**src/rtl/voice_alloc_pkg.sv**
```systemverilog
// Shared types and sizing for the four-voice note allocator.
package voice_alloc_pkg;

  localparam int unsigned NUM_VOICES    = 4;
  localparam int unsigned NOTE_W        = 7;
  localparam int unsigned INC_W         = 16;
  localparam int unsigned RANK_W        = 2;
  localparam int unsigned VIDX_W        = 2;
  localparam int unsigned DROP_W        = 8;
  localparam int unsigned DEF_MIN_NOTE  = 36;
  localparam int unsigned DEF_MAX_NOTE  = 96;
  localparam int unsigned ROM_BASE_NOTE = 36;
  localparam int unsigned ROM_DEPTH     = 61;
  localparam int unsigned ROM_AW        = 6;

  typedef enum logic [2:0] {
    ST_IDLE,
    ST_SEARCH,
    ST_LOOKUP,
    ST_COMMIT,
    ST_REARM
  } state_e;

  typedef struct packed {
    logic              on;
    logic [NOTE_W-1:0] note;
  } evt_t;

endpackage

```
**src/rtl/note_inc_rom.sv**
```systemverilog
// Synchronous note -> phase increment ROM, round(550 * 2^((n-69)/12)) for notes 36..96.
module note_inc_rom
  import voice_alloc_pkg::*;
(
  input  logic              i_clk,
  input  logic              i_rst_n,
  input  logic              i_rd,
  input  logic [ROM_AW-1:0] i_addr,
  output logic [INC_W-1:0]  o_inc
);

  localparam logic [INC_W-1:0] INC_TABLE [ROM_DEPTH] = '{
    16'd82,   16'd87,   16'd92,   16'd97,   16'd103,  16'd109,  16'd116,  16'd122,  16'd130,
    16'd138,  16'd146,  16'd154,  16'd164,  16'd173,  16'd184,
    16'd194,  16'd206,  16'd218,  16'd231,  16'd245,  16'd260,
    16'd275,  16'd291,  16'd309,  16'd327,  16'd346,  16'd367,
    16'd389,  16'd412,  16'd437,  16'd462,  16'd490,  16'd519,
    16'd550,  16'd583,  16'd617,  16'd654,  16'd693,  16'd734,
    16'd778,  16'd824,  16'd873,  16'd925,  16'd980,  16'd1038,
    16'd1100, 16'd1165, 16'd1235, 16'd1308, 16'd1386, 16'd1468,
    16'd1556, 16'd1648, 16'd1746, 16'd1850, 16'd1960, 16'd2077,
    16'd2200, 16'd2331, 16'd2469, 16'd2616
  };

  logic [INC_W-1:0] w_inc;
  logic [INC_W-1:0] r_inc;

  always_comb begin
    w_inc = '0;
    if (i_addr < ROM_AW'(ROM_DEPTH)) w_inc = INC_TABLE[i_addr];
  end

  always_ff @(posedge i_clk or negedge i_rst_n) begin
    if (!i_rst_n)  r_inc <= '0;
    else if (i_rd) r_inc <= w_inc;
  end

  assign o_inc = r_inc;

endmodule

```
**src/rtl/voice_allocator.sv**
```systemverilog
// Four-voice note allocator: handshake intake, hit/free/LRU voice choice, increment lookup,
// and codec channel drive with a one-clock enable drop on retrigger or steal.
module voice_allocator #(
  parameter int unsigned MIN_NOTE = voice_alloc_pkg::DEF_MIN_NOTE,
  parameter int unsigned MAX_NOTE = voice_alloc_pkg::DEF_MAX_NOTE
) (
  input  logic        iCLK_18_4,
  input  logic        iRST_N,
  input  logic        iEVT_VALID,
  output logic        oEVT_READY,
  input  logic        iEVT_ON,
  input  logic [6:0]  iEVT_NOTE,
  input  logic        iALL_OFF,
  output logic        ch1_en,
  output logic        ch2_en,
  output logic        ch3_en,
  output logic        ch4_en,
  output logic [15:0] ch1_f,
  output logic [15:0] ch2_f,
  output logic [15:0] ch3_f,
  output logic [15:0] ch4_f,
  output logic [7:0]  oDROP_CNT
);
  import voice_alloc_pkg::*;

  state_e                r_state;
  state_e                w_state_nxt;
  evt_t                  r_evt;
  logic [NUM_VOICES-1:0] r_en;
  logic [INC_W-1:0]      r_f     [NUM_VOICES];
  logic [NOTE_W-1:0]     r_vnote [NUM_VOICES];
  logic [RANK_W-1:0]     r_rank  [NUM_VOICES];
  logic [DROP_W-1:0]     r_drop;
  logic                  r_hit_vld;
  logic                  r_free_vld;
  logic [VIDX_W-1:0]     r_hit_idx;
  logic [VIDX_W-1:0]     r_free_idx;
  logic [VIDX_W-1:0]     r_victim_idx;
  logic [VIDX_W-1:0]     r_tgt_idx;

  logic                  w_accept;
  logic                  w_in_range;
  logic                  w_hit_vld;
  logic                  w_free_vld;
  logic [VIDX_W-1:0]     w_hit_idx;
  logic [VIDX_W-1:0]     w_free_idx;
  logic [VIDX_W-1:0]     w_victim_idx;
  logic [VIDX_W-1:0]     w_tgt_idx;
  logic                  w_tgt_free;
  logic                  w_rom_rd;
  logic [ROM_AW-1:0]     w_rom_addr;
  logic [INC_W-1:0]      w_inc;

  assign oEVT_READY = (r_state == ST_IDLE) && !iALL_OFF;
  assign w_accept   = iEVT_VALID && oEVT_READY;
  assign w_in_range = (r_evt.note >= NOTE_W'(MIN_NOTE)) && (r_evt.note <= NOTE_W'(MAX_NOTE));
  assign w_rom_rd   = (r_state == ST_LOOKUP);
  assign w_rom_addr = ROM_AW'(r_evt.note - NOTE_W'(ROM_BASE_NOTE));

  note_inc_rom u_rom (
    .i_clk   (iCLK_18_4),
    .i_rst_n (iRST_N),
    .i_rd    (w_rom_rd),
    .i_addr  (w_rom_addr),
    .o_inc   (w_inc)
  );

  // Descending scan so the lowest matching index wins.
  always_comb begin
    w_hit_vld    = 1'b0;
    w_hit_idx    = '0;
    w_free_vld   = 1'b0;
    w_free_idx   = '0;
    w_victim_idx = '0;
    for (int i = NUM_VOICES - 1; i >= 0; i--) begin
      if (r_en[i] && (r_vnote[i] == r_evt.note)) begin
        w_hit_vld = 1'b1;
        w_hit_idx = VIDX_W'(i);
      end
      if (!r_en[i]) begin
        w_free_vld = 1'b1;
        w_free_idx = VIDX_W'(i);
      end
      if (r_rank[i] == RANK_W'(NUM_VOICES - 1)) w_victim_idx = VIDX_W'(i);
    end
  end

  always_comb begin
    w_tgt_idx  = r_victim_idx;
    w_tgt_free = 1'b0;
    if (r_hit_vld) begin
      w_tgt_idx = r_hit_idx;
    end else if (r_free_vld) begin
      w_tgt_idx  = r_free_idx;
      w_tgt_free = 1'b1;
    end
  end

  always_ff @(posedge iCLK_18_4 or negedge iRST_N) begin
    if (!iRST_N) r_state <= ST_IDLE;
    else         r_state <= w_state_nxt;
  end

  always_comb begin
    w_state_nxt = r_state;
    if (iALL_OFF) begin
      w_state_nxt = ST_IDLE;
    end else begin
      case (r_state)
        ST_IDLE:   if (w_accept) w_state_nxt = ST_SEARCH;
        ST_SEARCH: w_state_nxt = w_in_range ? ST_LOOKUP : ST_IDLE;
        ST_LOOKUP: w_state_nxt = ST_COMMIT;
        ST_COMMIT: w_state_nxt = (r_evt.on && !w_tgt_free) ? ST_REARM : ST_IDLE;
        ST_REARM:  w_state_nxt = ST_IDLE;
        default:   w_state_nxt = ST_IDLE;
      endcase
    end
  end

  // Voice table, LRU ranks and drop counter; panic clears voices but keeps increments and drops.
  always_ff @(posedge iCLK_18_4 or negedge iRST_N) begin
    if (!iRST_N) begin
      r_evt        <= '0;
      r_en         <= '0;
      r_drop       <= '0;
      r_hit_vld    <= 1'b0;
      r_free_vld   <= 1'b0;
      r_hit_idx    <= '0;
      r_free_idx   <= '0;
      r_victim_idx <= '0;
      r_tgt_idx    <= '0;
      for (int i = 0; i < NUM_VOICES; i++) begin
        r_f[i]     <= '0;
        r_vnote[i] <= '0;
        r_rank[i]  <= RANK_W'(i);
      end
    end else if (iALL_OFF) begin
      r_en <= '0;
      for (int i = 0; i < NUM_VOICES; i++) begin
        r_vnote[i] <= '0;
        r_rank[i]  <= RANK_W'(i);
      end
    end else begin
      case (r_state)
        ST_IDLE: begin
          if (w_accept) r_evt <= '{on: iEVT_ON, note: iEVT_NOTE};
        end
        ST_SEARCH: begin
          if (!w_in_range && (r_drop != '1)) r_drop <= r_drop + DROP_W'(1);
          r_hit_vld    <= w_hit_vld;
          r_hit_idx    <= w_hit_idx;
          r_free_vld   <= w_free_vld;
          r_free_idx   <= w_free_idx;
          r_victim_idx <= w_victim_idx;
        end
        ST_COMMIT: begin
          if (r_evt.on) begin
            r_f[w_tgt_idx]     <= w_inc;
            r_en[w_tgt_idx]    <= w_tgt_free;
            r_vnote[w_tgt_idx] <= r_evt.note;
            r_tgt_idx          <= w_tgt_idx;
            for (int i = 0; i < NUM_VOICES; i++) begin
              if (VIDX_W'(i) == w_tgt_idx)          r_rank[i] <= '0;
              else if (r_rank[i] < r_rank[w_tgt_idx]) r_rank[i] <= r_rank[i] + RANK_W'(1);
            end
          end else if (r_hit_vld) begin
            r_en[r_hit_idx] <= 1'b0;
          end
        end
        ST_REARM: begin
          r_en[r_tgt_idx] <= 1'b1;
        end
        default: ;
      endcase
    end
  end

  assign ch1_en    = r_en[0];
  assign ch2_en    = r_en[1];
  assign ch3_en    = r_en[2];
  assign ch4_en    = r_en[3];
  assign ch1_f     = r_f[0];
  assign ch2_f     = r_f[1];
  assign ch3_f     = r_f[2];
  assign ch4_f     = r_f[3];
  assign oDROP_CNT = r_drop;

endmodule

```
**config.mk**
```make
export PLATFORM = sky130hd
export DESIGN_NAME = voice_allocator
export DESIGN_NICKNAME = d
export VERILOG_FILES = /design/src/rtl/voice_alloc_pkg.sv /design/src/rtl/note_inc_rom.sv /design/src/rtl/voice_allocator.sv
export SDC_FILE = /design/constraint.sdc
export NUM_CORES = 1
export LEC_CHECK = 0
export ABC_AREA = 1
export CORE_ASPECT_RATIO = 0.5
export CORE_MARGIN = 2
export CORE_UTILIZATION = 46
export CTS_BUF_LIST = sky130_fd_sc_hd__clkbuf_8
export CTS_CLUSTER_SIZE = 24
export DETAILED_ROUTE_END_ITERATION = 8
export PLACE_DENSITY_LB_ADDON = 0.2
export SYNTH_ARGS = -nofsm -noshare
export SYNTH_HDL_FRONTEND = slang
export SYNTH_SLANG_ARGS = --single-unit
```
**constraint.sdc**
```tcl
create_clock -name iCLK_18_4 -period 2.6 [get_ports iCLK_18_4]
set_input_delay 0.65 -clock iCLK_18_4 [delete_from_list [all_inputs] [get_ports iCLK_18_4]]
set_output_delay 0.65 -clock iCLK_18_4 [all_outputs]
set_load 0.005 [all_outputs]
```
### After elaboration in Yosys (flattened, before gate mapping)

Memory sizes are Yosys's and may differ from the RTL's.
Cells that the tools add are included.

| cells by class | value |
|---|---|
| $add $sub $neg | 6 |
| $mul | 0 |
| divide/modulo/power cells | 0 |
| magnitude comparators | 16 |
| equal/unequal tests | 18 |
| shifts and indexed selects | 0 |
| multiplexer cells | 66 |
| bitwise operators | 6 |
| reduce and logical (&&, ||, !) cells | 35 |

Operators by type and width:

| cell | count |
|---|---|
| 28-bit two-way mux | 3 |
| 64-bit bitwise mux | 1 |
| 16-bit two-way mux | 4 |
| 2-bit two-way mux | 25 |
| 16-bit demux with 2-bit select | 1 |
| 28-bit bitwise mux | 1 |
| 7-bit equality test | 4 |
| 8-bit two-way mux | 3 |
| 3-bit AND reduction | 7 |
| 3-bit nonzero test | 5 |
| 7-bit demux with 2-bit select | 1 |
| 1-bit logical AND | 13 |
| 1-bit two-way mux | 13 |
| 4-bit two-way mux | 3 |
| 3-bit one-hot mux with 4 select lines | 1 |
| 2-bit by 3-bit less-than comparator with 1-bit output, second input constant | 3 |
| 3-bit two-way mux | 3 |
| 2-bit by 1-bit adder with 2-bit output, second input constant | 4 |
| 8-bit by 1-bit adder with 8-bit output, second input constant | 1 |
| 2-bit equality test, second input constant | 4 |
| 2-bit less-than comparator | 4 |
| 8-bit inequality test, second input constant | 1 |
| 4-bit one-hot mux with 2 select lines | 1 |
| 7-bit by 6-bit greater-or-equal comparator with 1-bit output, second input constant | 1 |
| other kinds (29) | 40 |

| word-level totals | value |
|---|---|
| register bits | 149 |
| latch bits | 0 |
| bits in writable memories | 0 |
| ROM bits | 1024 |
| bits of input ports | 12 |
| logic and storage cells | 172 |
| memories | 1 |

Memories:

| memory | words | width | rd ports | clocked after memory_dff | write ports | line | text |
|---|---|---|---|---|---|---|---|
| (name not given) | 64 | 16 | 1 | 0 | 0 | note_inc_rom.sv:30 | `if (i_addr < ROM_AW'(ROM_DEPTH)) w_inc = INC_TABLE[i_addr];` |

### Depth between registers and ports, before layout

| depth | value |
|---|---|
| depth in word-level cells | 12 |
| gate-level depth with buffers | 14 |
| gate-level depth less buffers | 14 |

### Modules after synthesis

A second synthesis with hierarchy kept.

| unflattened totals | value |
|---|---|
| cell total of the unflattened synthesis | 955 |
| area total of the unflattened synthesis | 7775.0 um^2 |

Modules (own cells, without submodules):

| module | instances | cells each | area each (um^2) |
|---|---|---|---|
| voice_allocator | 1 | 717 | 6352.3 |
| note_inc_rom | 1 | 238 | 1422.6 |

### Least setup slack after synthesis

OpenSTA, ideal clock, no wires.

| timing path | value |
|---|---|
| path type | reg-to-reg |
| start | reg r_evt[2] (netlist bit) |
| end | reg u_rom.r_inc[1] (netlist: u_rom.o_inc[1]) |
| library setup time | 144 ps |
| data arrival time | 2028 ps |
| required time | 2456 ps |
| path slack | 428 ps |
| stages on the path, launching flop included | 11 |
| buffers on the path | 2 |
| period minus slack after synthesis | 2172 ps |
| cells stage by stage | dfrtp_1 > inv_2 > buf_1 > ha_1 > inv_2 > clkbuf_1 > nand2_1 > o221ai_1 > nand2_1 > nand3_1 > o21ai_0 |

| between the ends | value |
|---|---|
| word-level cells in the longest chain between the ends | 6 |

RTL lines:

| element | line | text |
|---|---|---|
| from (decl) | voice_allocator.sv:28 | `evt_t r_evt;` |
| from (signal assigned) | voice_allocator.sv:146 | `if (w_accept) r_evt <= '{on: iEVT_ON, note: iEVT_NOTE};` |
| 6-bit subtractor * | voice_allocator.sv:58 | `assign w_rom_addr = ROM_AW'(r_evt.note - NOTE_W'(ROM_BASE_NOTE));` |
| 6-bit inverter with 7-bit output (implied by the code) | note_inc_rom.sv:30 |  |
| memory read 64 x 16 bit | n/a |  |
| 16-bit two-way mux (implied by the code) (2 in a row) | note_inc_rom.sv:30 |  |
| 16-bit two-way mux * | note_inc_rom.sv:30 |  |
| to (signal assigned) | note_inc_rom.sv:35 | `else if (i_rd) r_inc <= w_inc;` |
| to (decl) | note_inc_rom.sv:26 | `logic [INC_W-1:0] r_inc;` |

Mark *: on every way between the ends. The rest lies on a longest branch, timed or not. The select of a mux whose other input is x is not followed.
A chain may end at the register's enable or synchronous reset.

### Worst setup path after layout

| timing path | value |
|---|---|
| start | in iALL_OFF |
| end | out oEVT_READY |

| between the ends | value |
|---|---|
| word-level cells in the longest chain between the ends | 2 |

RTL lines:

| element | line | text |
|---|---|---|
| from (decl) | voice_allocator.sv:13 | `input logic iALL_OFF,` |
| 1-bit zero test | voice_allocator.sv:54 | `assign oEVT_READY = (r_state == ST_IDLE) && !iALL_OFF;` |
| 1-bit logical AND | voice_allocator.sv:54 |  |
| to (decl) | voice_allocator.sv:10 | `output logic oEVT_READY,` |

Every way passes these cells.

==> run_results.csv <==
group,metric,value,unit
global_routing,antenna_found_initial,0,
yosys,ys_seq_elements,129,
timing,final.setup.worst_slack,0.134,ns
routing,viasPerCell,5.34,
routing,drtIter0Drc,636,
timing,skew,0.0157,ns
placement,place_congestion,0.895,
yosys,synth.top_cell.area_share,45.0,%
global_routing,grt_use_total,23.7,%
yosys,post-synth-top-count-cell,"nand2_1",
worst_setup_path,r2r_cells,9,
final_layout,instances_no_fill,1181,
global_routing,grt_pass1_wl,30000,um
pwr,leakagePower,3.88,nW
worst_setup_path,regToRegSetupSlack,0.44,ns
yosys,synth-edff-count,0,
timing,finalMaxSlewViolations,0,
routing,wire_per_inst,15.7,um
run,drv_cap,0,
yosys,synth.area.top_cells,"dfrtp_1 45%, nand2_1 12%, o21ai_1 4.9%, o21ai_0 4.8%, inv_1 4.5%",
yosys,async_flop_share,100,%
placement,dpl.hpwl,13300,um
yosys,synth_area,6950,sq um
floorplan,core,14600,sq um
clocking,numCtsBuffers,17,
clocking,clk_pin_slew,0.08,ns
final_layout,multi_input_area,3120,sq um
worst_setup_path,worstPathRequired,1.95,ns
worst_setup_path,r2r_end,"oDROP_CNT[2]",
clocking,ctsHoldBuffers,0,
timing,fin_crit_sh,94.9,%
timing,hold_viol_final,0,
hold_path,min_path_type,"primary input to asynchronous set/reset pin",
clocking,clock_tree.root_cell,"clkbuf_8",
timing,layout_min_cycle_time,2.47,ns
yosys,synth_cell_type_count,41,
worst_setup_path,critPathKind,"primary input to primary output",
final_layout,postLayoutCellArea,8290,sq um
floorplan,dieArea,16200,sq um
global_routing,grt_pass1_vias,5753,
placement,placed_cells,1148,
routing,ant_nets,0,
floorplan,dieWidth,178,um
pwr,power,6.82,mW
yosys,synth.avg_cell_area,7.82,sq um
placement,place_area,7900,sq um
placement,port_buffers,72,
yosys,synth_common_cells,"227 x nand2_1, 125 x dfrtp_1, 84 x inv_1, 68 x o21ai_1, 67 x o21ai_0",
yosys,synth_top_area_cell,"dfrtp_1",
final_layout,regArea,3230,sq um
worst_setup_path,cp.arrival,1.82,ns
yosys,yosysSeqAreaShare,46.6,%
placement,post-place-ws,-0.118,ns
timing,fmax,0.405,GHz
global_routing,overflow,0,
clocking,htree_num_levels,4,
timing,relSlewSlack,63.7,%
pwr,ir_drop,0.467,mV
routing,drc,0,
floorplan,start_util,47.5,%
worst_setup_path,path_max_fanout,2,
clocking,cts_buffer_depth,2,
floorplan,io_pins,89,
yosys,ys.flop_type,"dfrtp_1",
timing,fin_tns_setup,0,ns
timing,rsz0062_at_grt,"false",
floorplan,rows,31,
final_layout,finalNetCount,996,
global_routing,grt_max_degree,60,
final_layout,n_fill_cell,1363,
clocking,clkLatencyLatePin,0.44,ns
final_layout,area_growth,19.4,%
yosys,yosysWarnings,0,
routing,dr_total_vias,6304,
pwr,p_per_area,823,nW/um^2
clocking,tritoncts,"built",
final_layout,diodes,0,
floorplan,die_h,90.9,um
clocking,cts_sinks,129,
worst_setup_path,worst_setup_path_end_kind,"primary output",
routing,drtPass1Iterations,6,
worst_setup_path,cp-start-kind,"primary input",
outcome,status,"completed",
worst_setup_path,worstReg2RegStart,"r_evt[0]",
yosys,netlist_instances,888,
routing,finalWirelength,18500,um
final_layout,drive_above_1_share,9.16,%
timing,tightest_slew,0.539,ns
timing,setup_violations,0,
[cells in the final DEF (no fill, tap or decap), drive strengths merged, types with 9 or more instances in the layout]
cell type      synthesis  layout
clkdlybuf4s50          0      70
clkinv                 1       9
o211ai                10      10
nor2                  55      55
ha                    14      14
o22ai                 21      21
nand3                 62      62
a21oi                 32      32
nand2                230     230
xor2                  12      12
conb                   1      16
dfrtp                125     125
o21ai                135     135
clkbuf                 9      18
buf                   43      29
inv                   94      98
[sequential cells by signal, indices dropped and copies added, names as in the netlist, 3 cells and up]
register     count
r_state          3
r_rank           8
ch1_f           12
r_evt            8
ch3_f           12
r_en             4
u_rom.o_inc     12
r_vnote         28
ch2_f           12
oDROP_CNT        8
ch4_f           12
[per-layer routing]
metal  global-route usage [%]  up-vias  share of wire [%]
li1                         -     3071                  -
met5                        0        -                  0
met4                     6.69        0                1.1
met3                     3.79       19                5.4
met2                     35.3      230                 44
met1                     35.5     2984                 50
[cell families (layout without fill, tap and decap cells)]
kind of cell    count (synthesis)  in the layout  synth area share, %
compound gates                213            213                 17.0
xor+xnor                       20             20                 2.52
fa+ha+maj                      14             14                 2.52
buf+inv                       147            227                 9.33
flops                         129            129                 46.6
other cells                     1             16               0.0540
simple gates                  364            364                 22.0
[worst max path at each step]
stage	start	endpoint	slack, ns	depth (start not counted)
final	iALL_OFF	oEVT_READY	0.13	5
after global routing	iALL_OFF	oEVT_READY	0.07	5
after CTS	iALL_OFF	oEVT_READY	0.14	5
after detailed placement	iALL_OFF	oEVT_READY	-0.12	5
after global placement	iALL_OFF	oEVT_READY	-0.15	5
after floorplan	r_evt[2]	u_rom.o_inc[1]	0.43	10
[final cells by class]
type / count / share of cell area, %
clock buffers: 18 / 2.99
well taps: 198 / 2.99
multi-input cells: 627 / 37.7
repair buffers: 100 / 11.5
clock inverters: 14 / 1.58
flip-flops and latches: 129 / 39.0
inverters: 95 / 4.30
[worst max-delay path, cell delays in order]
cell	delay (ns)
dlygate4sd2_1	0.27
nor2_1	0.13
nand2_1	0.11
nor2_2	0.13
clkdlybuf4s50_1	0.51
[through the flow]
stage | hold slack, ns | utilization, %
final | 0.0773 | 56.7
after global routing | 0.0833 | 56.7
after CTS | 0.0766 | 56.7
after detailed placement | 0.477 | 54.1
after global placement | 0.471 | 54.1
after floorplan | 0.354 | -
[power breakdown]
| group | total, mW | leakage [nW] | switching [mW] | internal [mW] |
|---|---|---|---|---|
| logic | 2.49 | 1.96 | 1.59 | 0.896 |
| clock network | 1.67 | 0.194 | 0.878 | 0.794 |
| registers | 2.66 | 1.72 | 0.324 | 2.34 |
| total | 6.82 | 3.88 | 2.80 | 4.03 |
[repair_timing]
| item | CTS | global route |
|---|---|---|
| buffers inserted | 1 | 0 |
| endpoints found under the hold margin | 0 | 0 |
| setup endpoints to repair | 1 | 0 |
| gates resized for setup | 2 | 0 |
Power figures use the tool's default switching activity.
